### src/rtl/pueo_time_tx_pkg.sv
// pueo_time_tx_pkg: frame geometry, default sync word, FSM state type and checksum helper
package pueo_time_tx_pkg;
  localparam int FRAME_BITS = 48;
  localparam int SYNC_BITS = 8;
  localparam int SEC_BITS = 32;
  localparam int CKSUM_BITS = 8;
  localparam logic [SYNC_BITS-1:0] DEF_SYNC_WORD = 8'hB5;
  typedef enum logic [2:0] {IDLE, SYNC, SEC, CKSUM, STOP} time_tx_state_t;
  function automatic logic [CKSUM_BITS-1:0] sec_cksum(input logic [SEC_BITS-1:0] s);
    return s[31:24] ^ s[23:16] ^ s[15:8] ^ s[7:0];
  endfunction
endpackage

### src/rtl/pueo_time_tx_if.sv
// pueo_time_tx_if: timestamp tx bus; master drives en/pps/cur_sec/overrun_clr, slave drives tx/busy/sent/overrun
interface pueo_time_tx_if;
  logic en_i;
  logic pps_flag_i;
  logic [31:0] cur_sec_i;
  logic overrun_clr_i;
  logic tx_o;
  logic busy_o;
  logic sent_o;
  logic overrun_o;
  modport master (
    output en_i, pps_flag_i, cur_sec_i, overrun_clr_i,
    input  tx_o, busy_o, sent_o, overrun_o
  );
  modport slave (
    input  en_i, pps_flag_i, cur_sec_i, overrun_clr_i,
    output tx_o, busy_o, sent_o, overrun_o
  );
endinterface

### src/rtl/pueo_time_tx_baud.sv
// pueo_time_tx_baud: bit-period down-counter (clk, async rst, sync restart) -> tick on last cycle of each bit, pre one cycle earlier
module pueo_time_tx_baud #(
  parameter int BIT_DIV = 8
) (
  input  logic clk,
  input  logic rst,
  input  logic restart,
  output logic tick,
  output logic pre
);
  localparam int W = $clog2(BIT_DIV);
  logic [W-1:0] cnt;
  always_ff @(posedge clk or posedge rst)
    if (rst) cnt <= '0;
    else cnt <= (restart || cnt == '0) ? W'(BIT_DIV - 1) : cnt - 1'b1;
  assign tick = cnt == '0;
  assign pre = cnt == W'(1);
endmodule

### src/rtl/pueo_time_tx.sv
// pueo_time_tx: PPS-latched second-count serial framer; ports sys_clk_i, sys_rst_i (async high), bus (slave: en/pps/cur_sec/overrun_clr in, tx/busy/sent/overrun out)
module pueo_time_tx
  import pueo_time_tx_pkg::*;
#(
  parameter int BIT_DIV = 8,
  parameter logic [SYNC_BITS-1:0] SYNC_WORD = DEF_SYNC_WORD
) (
  input logic sys_clk_i,
  input logic sys_rst_i,
  pueo_time_tx_if.slave bus
);
  localparam logic [5:0] SYNC_END = 6'(SYNC_BITS - 1);
  localparam logic [5:0] SEC_END = 6'(SYNC_BITS + SEC_BITS - 1);
  localparam logic [5:0] CKSUM_END = 6'(FRAME_BITS - 1);
  time_tx_state_t state, nstate;
  logic [FRAME_BITS-1:0] sr;
  logic [5:0] idx;
  logic [SEC_BITS-1:0] sec;
  logic accept, tick, pre, busy, sent, ovr;
  assign accept = bus.pps_flag_i && bus.en_i && state == IDLE;
  assign sec = bus.cur_sec_i + 32'd1;
  pueo_time_tx_baud #(.BIT_DIV(BIT_DIV)) u_baud (
    .clk(sys_clk_i),
    .rst(sys_rst_i),
    .restart(accept),
    .tick(tick),
    .pre(pre)
  );
  always_comb begin
    nstate = state;
    unique case (state)
      IDLE:  nstate = accept ? SYNC : IDLE;
      SYNC:  nstate = (tick && idx == SYNC_END) ? SEC : SYNC;
      SEC:   nstate = (tick && idx == SEC_END) ? CKSUM : SEC;
      CKSUM: nstate = (tick && idx == CKSUM_END) ? STOP : CKSUM;
      STOP:  nstate = tick ? IDLE : STOP;
      default: nstate = IDLE;
    endcase
  end
  // shifting in zeros leaves the line low through STOP and IDLE, so tx is simply the register MSB
  always_ff @(posedge sys_clk_i or posedge sys_rst_i)
    if (sys_rst_i) begin
      state <= IDLE;
      sr <= '0;
      idx <= '0;
      busy <= 1'b0;
      sent <= 1'b0;
      ovr <= 1'b0;
    end else begin
      state <= nstate;
      busy <= nstate != IDLE;
      sent <= state == STOP && pre;
      ovr <= (bus.pps_flag_i && state != IDLE) ? 1'b1 : bus.overrun_clr_i ? 1'b0 : ovr;
      if (accept) begin
        sr <= {SYNC_WORD, sec, sec_cksum(sec)};
        idx <= '0;
      end else if (tick && state != IDLE) begin
        sr <= {sr[FRAME_BITS-2:0], 1'b0};
        idx <= idx + 6'd1;
      end
    end
  assign bus.tx_o = sr[FRAME_BITS-1];
  assign bus.busy_o = busy;
  assign bus.sent_o = sent;
  assign bus.overrun_o = ovr;
endmodule
### src/flat_wrapper.sv
// flat-port wrapper written by rule: the top's interface ports become plain ports
module pueo_time_tx_flat import pueo_time_tx_pkg::*;
#(
  parameter int BIT_DIV = 8,
  parameter logic [SYNC_BITS-1:0] SYNC_WORD = DEF_SYNC_WORD
)
  (sys_clk_i, sys_rst_i, bus_en_i, bus_pps_flag_i, bus_cur_sec_i, bus_overrun_clr_i, bus_tx_o, bus_busy_o, bus_sent_o, bus_overrun_o);
  pueo_time_tx_if bus_i ();
  input logic sys_clk_i;
  input logic sys_rst_i;
  input wire logic [$bits(bus_i.en_i)-1:0] bus_en_i;
  input wire logic [$bits(bus_i.pps_flag_i)-1:0] bus_pps_flag_i;
  input wire logic [$bits(bus_i.cur_sec_i)-1:0] bus_cur_sec_i;
  input wire logic [$bits(bus_i.overrun_clr_i)-1:0] bus_overrun_clr_i;
  output wire logic [$bits(bus_i.tx_o)-1:0] bus_tx_o;
  output wire logic [$bits(bus_i.busy_o)-1:0] bus_busy_o;
  output wire logic [$bits(bus_i.sent_o)-1:0] bus_sent_o;
  output wire logic [$bits(bus_i.overrun_o)-1:0] bus_overrun_o;
  assign bus_i.en_i = bus_en_i;
  assign bus_i.pps_flag_i = bus_pps_flag_i;
  assign bus_i.cur_sec_i = bus_cur_sec_i;
  assign bus_i.overrun_clr_i = bus_overrun_clr_i;
  assign bus_tx_o = bus_i.tx_o;
  assign bus_busy_o = bus_i.busy_o;
  assign bus_sent_o = bus_i.sent_o;
  assign bus_overrun_o = bus_i.overrun_o;
  pueo_time_tx #(.BIT_DIV(BIT_DIV), .SYNC_WORD(SYNC_WORD)) u_core (.sys_clk_i(sys_clk_i), .sys_rst_i(sys_rst_i), .bus(bus_i));
endmodule
### config.mk
export PLATFORM = sky130hd
export DESIGN_NAME = pueo_time_tx_flat
export DESIGN_NICKNAME = d
export VERILOG_FILES = /design/src/rtl/pueo_time_tx_pkg.sv /design/src/rtl/pueo_time_tx_if.sv /design/src/rtl/pueo_time_tx_baud.sv /design/src/rtl/pueo_time_tx.sv /design/src/flat_wrapper.sv
export SDC_FILE = /design/constraint.sdc
export NUM_CORES = 1
export LEC_CHECK = 0
export ABC_AREA = 1
export BUFFER_PORTS_ARGS = -buffer_cell sky130_fd_sc_hd__buf_4
export CAP_MARGIN = 20
export CORE_MARGIN = 3
export CORE_UTILIZATION = 60
export CTS_CLUSTER_SIZE = 40
export DETAILED_ROUTE_END_ITERATION = 7
export PLACE_DENSITY = 0.92
export SLEW_MARGIN = 40
export SYNTH_ARGS = -nofsm -noshare
export SYNTH_HDL_FRONTEND = slang
export SYNTH_SLANG_ARGS = --single-unit
### constraint.sdc
create_clock -name sys_clk_i -period 2.6 [get_ports sys_clk_i]
set_input_delay 0.52 -clock sys_clk_i [delete_from_list [all_inputs] [get_ports sys_clk_i]]
set_output_delay 0.52 -clock sys_clk_i [all_outputs]
set_load 0.05 [all_outputs]
=== Word level (Yosys, flattened, before mapping) ===
Cells that the tools add are included.

* $add $sub $neg: 3
* Equality and inequality tests: 8
* Muxes and demuxes: 13
* Bitwise operators: 3
* Reduce and logical (&&, ||, !) cells: 15

{| class="wikitable"
|+ Operators by type and width
! kind !! count
|-
| $mux W48 || 2
|-
| $add A32 B1 Y32 const B || 1
|-
| $xor A8 B8 Y8 || 3
|-
| $pmux W3 S5 || 1
|-
| $eq A6 B6 Y1 const B || 2
|-
| $mux W6 || 2
|-
| $mux W3 || 3
|-
| $logic_and A1 B1 Y1 || 8
|-
| $add A6 B1 Y6 const B || 1
|-
| $eq A3 B1 Y1 const B || 2
|-
| $eq A3 B2 Y1 const B || 2
|-
| $eq A6 B3 Y1 const B || 1
|-
| $logic_not A3 Y1 || 2
|-
| $reduce_bool A3 Y1 || 2
|-
| $mux W1 || 4
|-
| $reduce_bool A2 Y1 || 2
|-
| $eq A3 B3 Y1 const B || 1
|-
| $sub A3 B1 Y3 const B || 1
|-
| $mux W2 || 1
|-
| $logic_or A1 B1 Y1 || 1
|}

* Bits in registers: 63
* Output and inout port bits: 4
* Logic and storage cells: 49

=== Depth between registers and ports, before layout ===
Gate-level depths: netlist of the first run.

* Depth in word-level cells: 5
* Depth in mapped cells: 15

=== Hierarchy ===
A second synthesis of the first run with hierarchy kept.

* Cell total of the unflattened synthesis: 642
* Area total of the unflattened synthesis: 4312.9 um^2

{| class="wikitable"
|+ Modules (own cells, without submodules)
! module !! instances !! cells an instance !! area an instance (um^2) !! seq. area each (um^2)
|-
| pueo_time_tx || 1 || 620 || 4135.2 || 1501.4
|-
| pueo_time_tx_baud || 1 || 22 || 177.7 || 75.1
|}

=== Worst setup path before layout of the first run ===
OpenSTA, ideal clock, no wires.

* Path type: reg2reg
* From: register u_core.u_baud.cnt[0]
* To: register u_core.busy (netlist: u_core.bus.busy_o)
* Data arrival time: 1.652 ns
* Path slack: 0.817 ns
* Cell stages (with the launch flop): 10
* Buffers on the path: 0
* Period minus slack after synthesis: 1.783 ns
* Cell sequence: dfrtp_1 -> inv_1 -> ha_1 -> ha_1 -> inv_2 -> nor3_1 -> nand2_1 -> a21oi_1 -> o21ai_0 -> or3_1

* Cells in the longest elaborated chain, start to end: 5
* Elaborated cells between the ends (all ways): 10
* Classes of those cells: mux: 5; reduce/logical: 5

{| class="wikitable"
|+ Ends and longest elaborated chain
! element !! line !! RTL
|-
| start, declared || pueo_time_tx_baud.sv:12 || <nowiki>logic [W-1:0] cnt;</nowiki>
|-
| start signal, assigned || pueo_time_tx_baud.sv:15 || <nowiki>else cnt <= (restart || cnt == '0) ? W'(BIT_DIV - 1) : cnt - 1'b1;</nowiki>
|-
| $logic_not A3 Y1 (*) || pueo_time_tx_baud.sv:16 || <nowiki>assign tick = cnt == '0;</nowiki>
|-
| $logic_and A1 B1 Y1 (on tied branches) || pueo_time_tx.sv:35, pueo_time_tx.sv:33 ||
|-
| $mux W3 / $mux W2 (equally long branches) || pueo_time_tx.sv:35, pueo_time_tx.sv:33 ||
|-
| $pmux W3 S5 (*) || pueo_time_tx.sv:31 || <nowiki>unique case (state)</nowiki>
|-
| named net u_core.nstate[1] || pueo_time_tx.sv:15 || <nowiki>time_tx_state_t state, nstate;</nowiki>
|-
| $reduce_bool A3 Y1 (*) || pueo_time_tx.sv:51 || <nowiki>busy <= nstate != IDLE;</nowiki>
|-
| end signal, assigned || pueo_time_tx.sv:46 || <nowiki>busy <= 1'b0;</nowiki>
|-
| end signal, assigned || pueo_time_tx.sv:51 ||
|-
| end, declared || pueo_time_tx.sv:19 || <nowiki>logic accept, tick, pre, busy, sent, ovr;</nowiki>
|}

Mark *: on every way through the listed nets, which the timed path passes. The rest lies on a longest branch.
A chain may end at the register's enable or synchronous reset.

=== Final worst setup path of the first run ===
* From: register u_core.u_baud.cnt[0]
* To: register u_core.sr[28]

* Cells in the longest elaborated chain, start to end: 3

{| class="wikitable"
|+ Ends and longest elaborated chain
! element !! line !! RTL
|-
| $logic_not A3 Y1 || pueo_time_tx_baud.sv:16 ||
|-
| $logic_and A1 B1 Y1 || pueo_time_tx.sv:57 || <nowiki>end else if (tick && state != IDLE) begin</nowiki>
|-
| $reduce_bool A2 Y1 (no source line) || - ||
|-
| end signal, assigned || pueo_time_tx.sv:55 || <nowiki>sr <= {SYNC_WORD, sec, sec_cksum(sec)};</nowiki>
|-
| end signal, assigned || pueo_time_tx.sv:58 || <nowiki>sr <= {sr[FRAME_BITS-2:0], 1'b0};</nowiki>
|-
| end, declared || pueo_time_tx.sv:16 || <nowiki>logic [FRAME_BITS-1:0] sr;</nowiki>
|}

No other way between the ends.

==> results of run 1 <==
==> power by group through the flow <==
stage / clock (W) / combinational, W / sequential (W)
final: 0.000891 / 0.000250 / 0.000981
after global routing: 0.000935 / 0.000283 / 0.000981
after CTS: 0.000889 / 0.000248 / 0.000981
after detailed placement: 0 / 0.000247 / 0.00100
after global placement: 0 / 0.000241 / 0.00100
after floorplan: 0 / 0.000135 / 0.00100
==> path summary, 6_finish.rpt <==
path                                                    end  slack, ns                            from
max                               u_core.sr[28]$_DFFE_PP0P_       0.44  u_core.u_baud.cnt[0]$_DFF_PP0_
min                               u_core.sr[33]$_DFFE_PP0P_       0.15                       sys_rst_i
max reg2reg                       u_core.sr[28]$_DFFE_PP0P_       0.44  u_core.u_baud.cnt[0]$_DFF_PP0_
min reg2reg                        u_core.sr[1]$_DFFE_PP0P_       0.49        u_core.sr[1]$_DFFE_PP0P_
max in group asynchronous         u_core.sr[28]$_DFFE_PP0P_       1.89                       sys_rst_i
min in group sys_clk_i     u_core.bus.overrun_o$_DFFE_PP0P_       0.36               bus_overrun_clr_i
==> per-stage QoR <==
stage          instances  hold slack (ns)  setup slack, ns   util
6_report             769            0.146            0.440  0.733
5_1_grt              769            0.175            0.239  0.733
4_1_cts              769            0.156            0.448  0.733
3_5_place_dp         753            0.466            0.439  0.701
3_3_place_gp         753            0.464            0.512  0.701
2_1_floorplan        632            0.444            0.510      -
==> layer usage <==
metal  vias up  wire length [microns]  global-route usage
met4         0                    319               0.108
li1       2101                      -                   -
met3        38                    921              0.0626
met2       206                   5700               0.504
met1      2045                   4800               0.381
met5         -                      0                   0
==> kinds of logic (layout without fill, tap and decap cells) <==
group | after synthesis | in the layout | share of synthesized area
AOI/OAI and AO/OA | 70 | 70 | 0.107
DFF | 63 | 63 | 0.373
adders and majority gates | 5 | 5 | 0.0148
buffers and inverters | 96 | 140 | 0.0878
and+or+nand+nor | 389 | 389 | 0.399
xor gates and xnor gates | 9 | 9 | 0.0186
==> critical path, stage by stage, from the launching register on <==
cell and delay (ns):
dfrtp_1 0.38, inv_1 0.05, ha_1 0.19, ha_1 0.21, inv_2 0.12, nor2_2 0.06
inv_2 0.18, nand2_1 0.08, buf_4 0.18, inv_2 0.37, a22oi_1 0.12, o21ai_0 0.12
==> state kept, by name, indices dropped and copies added (netlist names) <==
| signal | cells |
|---|---|
| u_core.bus.busy_o | 1 |
| u_core.bus.overrun_o | 1 |
| u_core.bus.sent_o | 1 |
| u_core.idx | 6 |
| u_core.sr | 48 |
| u_core.state | 3 |
| u_core.u_baud.cnt | 3 |
==> cells in the final DEF (no fill, tap or decap), types with 8 or more instances in the layout <==
cell / netlist / final
a21oi_1: 11 / 11
nor2_2: 8 / 8
clkbuf_8: 0 / 11
buf_4: 0 / 45
o21ai_0: 24 / 24
nor2_1: 42 / 42
dfrtp_1: 63 / 63
nand2_1: 251 / 251
nand3_1: 53 / 52
inv_1: 71 / 70
o221ai_1: 19 / 19
==> final cells by class <==
class                           count  area [sq um]  share of cell area
Timing Repair Buffer               46           358              0.0740
Sequential cell                    63          1580               0.326
Tap cell                           93           116              0.0240
Inverter                           78           293              0.0605
Multi-Input combinational cell    473          2290               0.473
Clock buffer                       11           151              0.0313
Clock inverter                      5          56.3              0.0116
==> key figures, run 1 <==
Clock tree
  • CTS Buf Count: 9
  • Worst-Skew Late Latency: 0.35 ns
  • H-tree level count: 3
  • Clock transition at path regs: 0.07 ns
  • Cts-stage hold buffer count: 0
  • Clock Path Buffers: 2
  • Clk sinks: 63
  • Postcts setup bufs: 0
  • CTS root buffer: clkbuf_8
  • CTS tree: yes
  • Post-CTS sizing: 0

Place
  • Placer congestion estimate: 0.992
  • DPL Wire Length: 8800 microns
  • Number of port buffers: 40
  • Placed inst area: 0.00463 sq mm

Logic synthesis
  • Seq/Total Area, Yosys: 0.373
  • Post-synth EDFFs: 0
  • Synthesized area: 0.00423 sq mm
  • Top cells by count, synth: 251 x nand2_1, 71 x inv_1, 63 x dfrtp_1
  • Top_reg_cell synth: dfrtp_1
  • Mapped Cells: 632
  • Net Count, Synth: 674
  • Library cells used by synthesis: 34
  • FFs w/ async S/R, synth: 1.00
  • Leading area contributor after synthesis: dfrtp_1
  • Mean Syn Cell Area: 6.69 sq um
  • Cell with the most instances after synthesis: nand2_1
  • Post-synth top area share: 0.373
  • Ranking of synthesized cells by area: dfrtp_1 37%, nand2_1 22%, inv_1 6.3%, nand3_1 6.3%, o221ai_1 3.9%
  • Yosys reg bits: 63
  • Synth Warn #: 0

Timing
  • Setup_tns: 0 ns
  • RSZ-0062 raised after global routing: no
  • Final Setup Violations: 0
  • Transition time of the tightest slew-check pin: 0.773 ns
  • Max-slew headroom: 0.484
  • Period Utilization, post-route: 0.831
  • Skew final: 0.00868 ns
  • Peak Freq: 463 MHz
  • Post-route minimum period: 2.16 ns
  • Fin. Hold Viols: 0
  • Max-slew violations: 0

Global route
  • Total congestion overflow: 0
  • GRT Overall Usage: 0.299
  • Largest net degree at the start of global routing: 49
  • Global-route wire length before repair: 19600 microns
  • Initial antenna violation count: 0
  • Vias in the first global route: 4135

Floorplan
  • Die Height: 90.0 microns
  • Row cnt: 29
  • Core area: 0.00660 sq mm
  • Initial Util: 0.641
  • Die width: 90.0 microns
  • IO Pins: 41
  • Die Area: 0.00809 sq mm

Worst setup path
  • Required @ worst endpoint: 2.85 ns
  • Crit end category: flop
  • Max FO, Critical Path: 27
  • Worst Setup Start Kind: flop
  • CP Class: flop to flop
  • Number of cells on the worst reg-to-reg path: 11
  • Worst EP arrival: 2.41 ns

Finish
  • Layout Nets: 713
  • Diodes inserted: 0
  • Fillers: 575
  • Layout area overhead: 14.4%
  • Final instance area: 0.00484 sq mm
  • Share of layout cells above drive strength 1: 0.139

Route
  • Routed Antenna Nets: 0
  • WL final: 11700 microns
  • Vias: 4390
  • Pre-Repair DR Iteration Count: 5
  • Routed len/inst: 15.3 microns
  • DRC: 0
  • Vias per cell: 5.71
  • Initial drt markers: 376

Pwr
  • Net Sw Frac: 0.263
  • Seq pwr share: 0.462
  • Peak supply drop: 0.245 mV
  • PD cells: 439 mW/mm^2
  • Post-layout power: 0.00212 W
  • Net Sw Power: 0.000557 W
  • Clock share of power: 0.420
  • Combinational power share: 0.118
  • Internal power: 0.00156 W
  • Leakage: 2.49 nW

Run status
  • Status: finished clean

Min path
  • Hold Crit Class: input port to async pin

Job
  • Maxcap violations: 0
No activity file was read; power rests on OpenSTA's default activity.
==> inputs of run 2 (changes only) <==
- CORE_UTILIZATION: 60 -> 54
- PLACE_DENSITY: 0.92 -> 0.88
- clock period: 2.6 -> 1.9 ns (I/O delays scaled with it)
==> run 2 against run 1 <==
- critical path depth is 3 lower
- global-route usage is 2.6 points lower
- clock power is 18% higher
- sequential share of layout area is 1.2 points lower
- core utilization is 5.5 points lower
- die area is 10% higher
- design area is 3.8% higher
- power is 30% higher
- critical endpoint is now u_core.bus.busy_o$_DFF_PP0_
==> key figures, run 2 (synthesis results as in run 1) <==
Run status
  • Status: finished clean

Finish
  • Leading cell type in the layout, fill and taps excluded: nand2_1
  • Final instance area: 0.00502 sq mm (+3.8%)
  • Biggest registers after layout: u_core.sr x48, u_core.idx x6
  • Diodes inserted: 0 (unchanged)
  • Layout area overhead: 18.7%
  • Share of layout cells above drive strength 1: 0.162 (+0.0228)
  • Max FFs per register: 48 (unchanged)
  • Non-filler cells, final: 791 (+2.9%)
  • Reg with most FFs: u_core.sr
  • Most frequent cells in the layout: 251 x nand2_1, 69 x inv_1, 63 x dfrtp_1, 57 x buf_4, 52 x nand3_1
  • Fillers: 634 (+10%)
  • Layout Nets: 729 (+2.2%)

Route
  • Routed len/inst: 14.8 microns (-2.9%)
  • WL final: 11700 microns (-0.12%)
  • DRC: 0 (unchanged)
  • Pre-Repair DR Iteration Count: 5 (unchanged)
  • Routed Antenna Nets: 0 (unchanged)
  • Initial drt markers: 387 (+2.9%)
  • Vias: 4391 (+0.023%)
  • Vias per cell: 5.55 (-2.8%)

Clock tree
  • CTS root buffer: clkbuf_8
  • Cts-stage hold buffer count: 0 (unchanged)
  • Clk sinks: 63 (unchanged)
  • H-tree level count: 3 (unchanged)
  • Clock transition at path regs: 0.07 ns (about the same)
  • CTS Buf Count: 9 (unchanged)
  • Clock Path Buffers: 2 (unchanged)
  • Worst-Skew Late Latency: 0.35 ns (about the same)
  • CTS tree: yes

Timing
  • Peak Freq: 544 MHz (+17%)
  • Fin. Hold Viols: 0 (unchanged)
  • Setup WS post-layout: 0.0613 ns (-0.378 ns)
  • Max-slew violations: 0 (unchanged)
  • Max-slew headroom: 0.784 (+0.300)
  • Transition time of the tightest slew-check pin: 0.321 ns (-0.451 ns)
  • RSZ-0062 raised after global routing: yes
  • Period Utilization, post-route: 0.968 (+0.137)
  • Post-route minimum period: 1.84 ns (-0.322 ns)
  • Skew final: 0.00498 ns (-0.00370 ns)
  • Setup_tns: 0 ns (unchanged)
  • Final Setup Violations: 0 (unchanged)

Global route
  • Largest net degree at the start of global routing: 64 (+31%)
  • Vias in the first global route: 4117 (-0.44%)
  • Total congestion overflow: 0 (unchanged)
  • GRT Overall Usage: 0.273 (-0.0256)
  • Global-route wire length before repair: 18900 microns (-3.5%)
  • Initial antenna violation count: 0 (unchanged)

Floorplan
  • Initial Util: 0.571 (-0.0696)
  • Row cnt: 31 (+6.9%)
  • Die Area: 0.00893 sq mm (+10%)
  • Core area: 0.00741 sq mm (+12%)
  • Die Height: 94.5 microns (+5.1%)
  • IO Pins: 41 (unchanged)
  • Die width: 94.5 microns (+5.1%)

Place
  • Placed cells: 772 (+2.5%)
  • Placed inst area: 0.00479 sq mm (+3.4%)
  • Place WS: -0.0503 ns (-0.489 ns)
  • DPL Wire Length: 8730 microns (-0.78%)
  • Number of port buffers: 40 (unchanged)
  • Placer congestion estimate: 0.910 (-8.2%)

Worst setup path
  • Crit end category: flop
  • FF-to-FF setup slack: 0.06 ns (-0.38 ns)
  • Required @ worst endpoint: 2.13 ns (-0.72 ns)
  • CP Class: flop to flop
  • Worst Setup Start Kind: flop
  • RR Startpoint: u_core.u_baud.cnt[0]$_DFF_PP0_
  • Max FO, Critical Path: 2 (-93%)
  • Worst EP arrival: 2.06 ns (-0.35 ns)
  • RR Endpoint: u_core.bus.busy_o$_DFF_PP0_
  • Number of cells on the worst reg-to-reg path: 8 (-3)

Pwr
  • Peak supply drop: 0.307 mV (+25%)
  • Leakage: 2.56 nW (+3.0%)
  • PD cells: 547 mW/mm^2 (+25%)

Min path
  • Hold Crit Class: input port to async pin

Job
  • Maxcap violations: 0 (unchanged)
[run 2: cell count changes in the layout (fill, tap and decap cells not counted), sizes merged]
cell and delta:
buf +16, bufinv -1, clkbuf +2, clkinv -1, clkinvlp +1, inv -1
[run 2: where the power goes]
| group | switching, W | leakage, nW | internal [W] |
|---|---|---|---|
| Sequential | 0.000000868 | 0.790 | 0.00134 |
| Clock | 0.000506 | 0.0894 | 0.000541 |
| Combinational | 0.000225 | 1.68 | 0.000133 |
| Total | 0.000732 | 2.56 | 0.00202 |
[run 2: cell type report]
class / instances / area (sq um) / share of cell area
repair buffers: 62 / 528 / 0.105
clock inverters: 3 / 17.5 / 0.00349
multi-input cells: 473 / 2320 / 0.462
well taps: 99 / 124 / 0.0247
inverters: 78 / 299 / 0.0595
flip-flops and latches: 63 / 1580 / 0.314
clock buffers: 13 / 159 / 0.0316
[run 2: repair_timing]
action,CTS,global route
resized for setup,1,8
setup endpoints to repair,1,14
buffers inserted,0,3
pin swaps,0,4
[run 2: metal layers]
metal | share of wire | routed length (microns) | global-route usage
met1 | 0.41 | 4780 | 0.351
met2 | 0.50 | 5890 | 0.469
met3 | 0.067 | 789 | 0.0430
met4 | 0.023 | 269 | 0.0925
met5 | 0 | 0 | 0
[run 2: worst max-delay path by stage]
stage / slack [ns] / start / endpoint
finish: 0.06 / u_core.u_baud.cnt[0]$_DFF_PP0_ / u_core.bus.busy_o$_DFF_PP0_
global route: -0.08 / u_core.u_baud.cnt[0]$_DFF_PP0_ / u_core.idx[5]$_DFFE_PP0P_
CTS: 0.05 / u_core.u_baud.cnt[0]$_DFF_PP0_ / u_core.bus.busy_o$_DFF_PP0_
detailed placement: -0.05 / bus_cur_sec_i[0] / u_core.sr[2]$_DFFE_PP0P_
global placement: -0.04 / bus_cur_sec_i[10] / u_core.sr[3]$_DFFE_PP0P_
floorplan: 0.12 / u_core.u_baud.cnt[0]$_DFF_PP0_ / u_core.bus.busy_o$_DFF_PP0_
[run 2: critical path, cell delays in order (launching register included)]
cell     delay, ns
dfrtp_1       0.40
inv_1         0.07
ha_2          0.18
ha_4          0.15
buf_4         0.12
nand4_1       0.14
a21oi_1       0.22
nand3_1       0.11
or3_1         0.35
[run 2: stage by stage]
| step | hold slack (ns) | utilization | total power [W] |
|---|---|---|---|
| 2_1_floorplan | 0.444 | - | 0.00156 |
| 3_3_place_gp | 0.464 | 0.647 | 0.00171 |
| 3_5_place_dp | 0.467 | 0.647 | 0.00172 |
| 4_1_cts | 0.126 | 0.671 | 0.00276 |
| 5_1_grt | 0.128 | 0.678 | 0.00287 |
| 6_report | 0.118 | 0.678 | 0.00275 |
==> inputs of run 3 (changes only) <==
- CORE_MARGIN: 3 -> 4
==> run 3 against run 2 <==
- global-route usage shrank 0.44 points
- sequential share of layout area shrank 0.23 points
- combinational power grew 2%
- non-clock buffer count grew 5
- hold slack lost 0.037 ns
- power grew 8.0%
- maximum frequency grew 1.6%
- sequential cell count is the same
- via count shrank 2.8%
- sequential power is essentially flat
- design area grew 0.75%
- clock-buffer cell count shrank 3
==> key figures, run 3 (synthesis results as in run 1) <==
Pwr
  • PD cells: 587 mW/mm^2 (+7.2%)
  • Peak supply drop: 0.302 mV (-1.3%)
  • Leakage: 2.59 nW (+1.3%)

Finish
  • Diodes inserted: 0 (unchanged)
  • Leading cell type in the layout, fill and taps excluded: nand2_1
  • Most frequent cells in the layout: 251 x nand2_1, 70 x inv_1, 64 x buf_4, 63 x dfrtp_1, 52 x nand3_1
  • Share of layout cells above drive strength 1: 0.165 (+0.00314)
  • Fillers: 678 (+6.9%)
  • Non-filler cells, final: 799 (+1.0%)
  • Layout area overhead: 19.6%
  • Final instance area: 0.00506 sq mm (+0.75%)
  • Max FFs per register: 48 (unchanged)
  • Area of the multi-input gates: 0.00230 sq mm (-0.65%)
  • Reg area: 0.00158 sq mm (unchanged)
  • Biggest registers after layout: u_core.sr x48, u_core.idx x6
  • Layout Nets: 734 (+0.69%)
  • Reg with most FFs: u_core.sr

Global route
  • Vias in the first global route: 4149 (+0.78%)
  • Largest net degree at the start of global routing: 42 (-34%)
  • Total congestion overflow: 0 (unchanged)
  • GRT Overall Usage: 0.269 (-0.00436)
  • Initial antenna violation count: 0 (unchanged)
  • Global-route wire length before repair: 19300 microns (+1.9%)

Place
  • DPL Wire Length: 8950 microns (+2.5%)
  • Placed cells: 783 (+1.4%)
  • Placed inst area: 0.00483 sq mm (+0.81%)
  • Number of port buffers: 40 (unchanged)
  • Placer congestion estimate: 0.973 (+6.9%)

Worst setup path
  • Max FO, Critical Path: 5 (+3)
  • FF-to-FF setup slack: 0.09 ns (+0.03 ns)
  • Worst-path cell chain: inv_1, ha_1, ha_1, inv_2, nor3_4, nand2_1, a21oi_1, o21ai_0, or3_1
  • RR Endpoint: u_core.bus.busy_o$_DFF_PP0_
  • Most used cell, CP: ha_1
  • Required @ worst endpoint: 2.13 ns (about the same)
  • Number of cells on the worst reg-to-reg path: 9 (+1)
  • Worst EP arrival: 2.04 ns (-0.02 ns)
  • Critical Path Max Stage Delay: 0.39 ns (about the same)
  • Slowest cell on crit path: dfrtp_1
  • Worst Setup Start Kind: flop
  • CP Class: flop to flop
  • RR Startpoint: u_core.u_baud.cnt[0]$_DFF_PP0_
  • Crit end category: flop

Timing
  • RSZ-0062 raised after global routing: yes
  • Skew final: 0.00616 ns (+0.00119 ns)
  • Post-route minimum period: 1.81 ns (-0.0284 ns)
  • Max-slew headroom: 0.634 (-0.150)
  • Fin. Hold Viols: 0 (unchanged)
  • Final Setup Violations: 0 (unchanged)
  • Max-slew violations: 0 (unchanged)
  • Period Utilization, post-route: 0.953 (-0.0150)
  • Peak Freq: 552 MHz (+1.6%)
  • Transition time of the tightest slew-check pin: 0.548 ns (+0.226 ns)

Route
  • Initial drt markers: 494 (+28%)
  • Vias: 4267 (-2.8%)
  • DRC: 0 (unchanged)
  • WL final: 11700 microns (about the same)
  • Vias per cell: 5.34 (-3.8%)
  • Routed Antenna Nets: 0 (unchanged)
  • Routed len/inst: 14.7 microns (-0.96%)
  • Pre-Repair DR Iteration Count: 5 (unchanged)

Clock tree
  • H-tree level count: 3 (unchanged)
  • Worst-Skew Late Latency: 0.34 ns (about the same)
  • Clock transition at path regs: 0.07 ns (about the same)
  • Cts-stage hold buffer count: 0 (unchanged)
  • CTS root buffer: clkbuf_8
  • CTS tree: yes
  • Clock Path Buffers: 2 (unchanged)
  • Postcts setup bufs: 0 (unchanged)
  • CTS Buf Count: 9 (unchanged)
  • Post-CTS sizing: 1 (unchanged)
  • Clk sinks: 63 (unchanged)

Floorplan
  • IO Pins: 41 (unchanged)
  • Initial Util: 0.550 (-0.0207)
  • Die Area: 0.00931 sq mm (+4.3%)
  • Die Height: 96.5 microns (+2.1%)
  • Row cnt: 32 (+3.2%)
  • Core area: 0.00769 sq mm (+3.8%)
  • Die width: 96.5 microns (+2.1%)

Run status
  • Status: finished clean

Min path
  • Hold Crit Class: input port to async pin

Job
  • Maxcap violations: 0 (unchanged)
-- run 3: changes by cell type in the layout (fill, tap and decap cells not counted), sizes merged --
cell      change
buf           +5
bufinv        +2
clkbuf        -3
clkinvlp      +1
-- run 3: report_power, final --
group / switching (W) / internal [W] / total (W)
registers: 0.000000975 / 0.00134 / 0.00134
logic: 0.000226 / 0.000139 / 0.000364
clock network: 0.000527 / 0.000734 / 0.00126
-- run 3: stage by stage --
stage          utilization  TNS (ns)  total power, W  hold WS [ns]  worst slack, ns
4_1_cts              0.656         0         0.00297        0.0983           0.0936
3_3_place_gp         0.628   -0.0474         0.00172         0.443          -0.0319
5_1_grt              0.658   -0.0398         0.00307         0.114          -0.0338
2_1_floorplan            -         0         0.00156         0.444            0.117
6_report             0.658         0         0.00297        0.0813           0.0897
3_5_place_dp         0.628    -0.175         0.00173         0.464          -0.0922
-- run 3: final cells by class --
type / count / area share
Inverter: 78 / 0.0591
Clock inverter: 6 / 0.0168
Sequential cell: 63 / 0.312
Clock buffer: 10 / 0.0252
Tap cell: 102 / 0.0252
Timing Repair Buffer: 67 / 0.107
Multi-Input combinational cell: 473 / 0.455
-- run 3: per-layer routing --
layer | track usage | wire length (microns) | up-vias
li1 | - | - | 2139
met1 | 0.341 | 4900 | 1951
met2 | 0.474 | 5960 | 149
met3 | 0.0411 | 630 | 28
met4 | 0.0771 | 238 | 0
met5 | 0 | 0 | -
-- run 3: worst max path at each step --
stage	start	endpoint	slack [ns]	cells after the start
global placement	bus_cur_sec_i[0]	u_core.sr[3]$_DFFE_PP0P_	-0.03	14
detailed placement	bus_cur_sec_i[0]	u_core.sr[2]$_DFFE_PP0P_	-0.09	15
finish	u_core.u_baud.cnt[0]$_DFF_PP0_	u_core.bus.busy_o$_DFF_PP0_	0.09	9
CTS	u_core.u_baud.cnt[0]$_DFF_PP0_	u_core.sr[33]$_DFFE_PP0P_	0.09	11
floorplan	u_core.u_baud.cnt[0]$_DFF_PP0_	u_core.bus.busy_o$_DFF_PP0_	0.12	9
global route	u_core.u_baud.cnt[0]$_DFF_PP0_	u_core.bus.busy_o$_DFF_PP0_	-0.03	9
-- run 3: worst max-delay path, delay by kind of cell, from the launching register on --
kind / cells / cell delay [ns]
AO/OA/AOI/OAI: 2 / 0.22
AND/OR/NAND/NOR: 3 / 0.60
flip-flops: 1 / 0.39
adder cells (fa/ha/maj): 2 / 0.33
buffers and inverters: 2 / 0.15
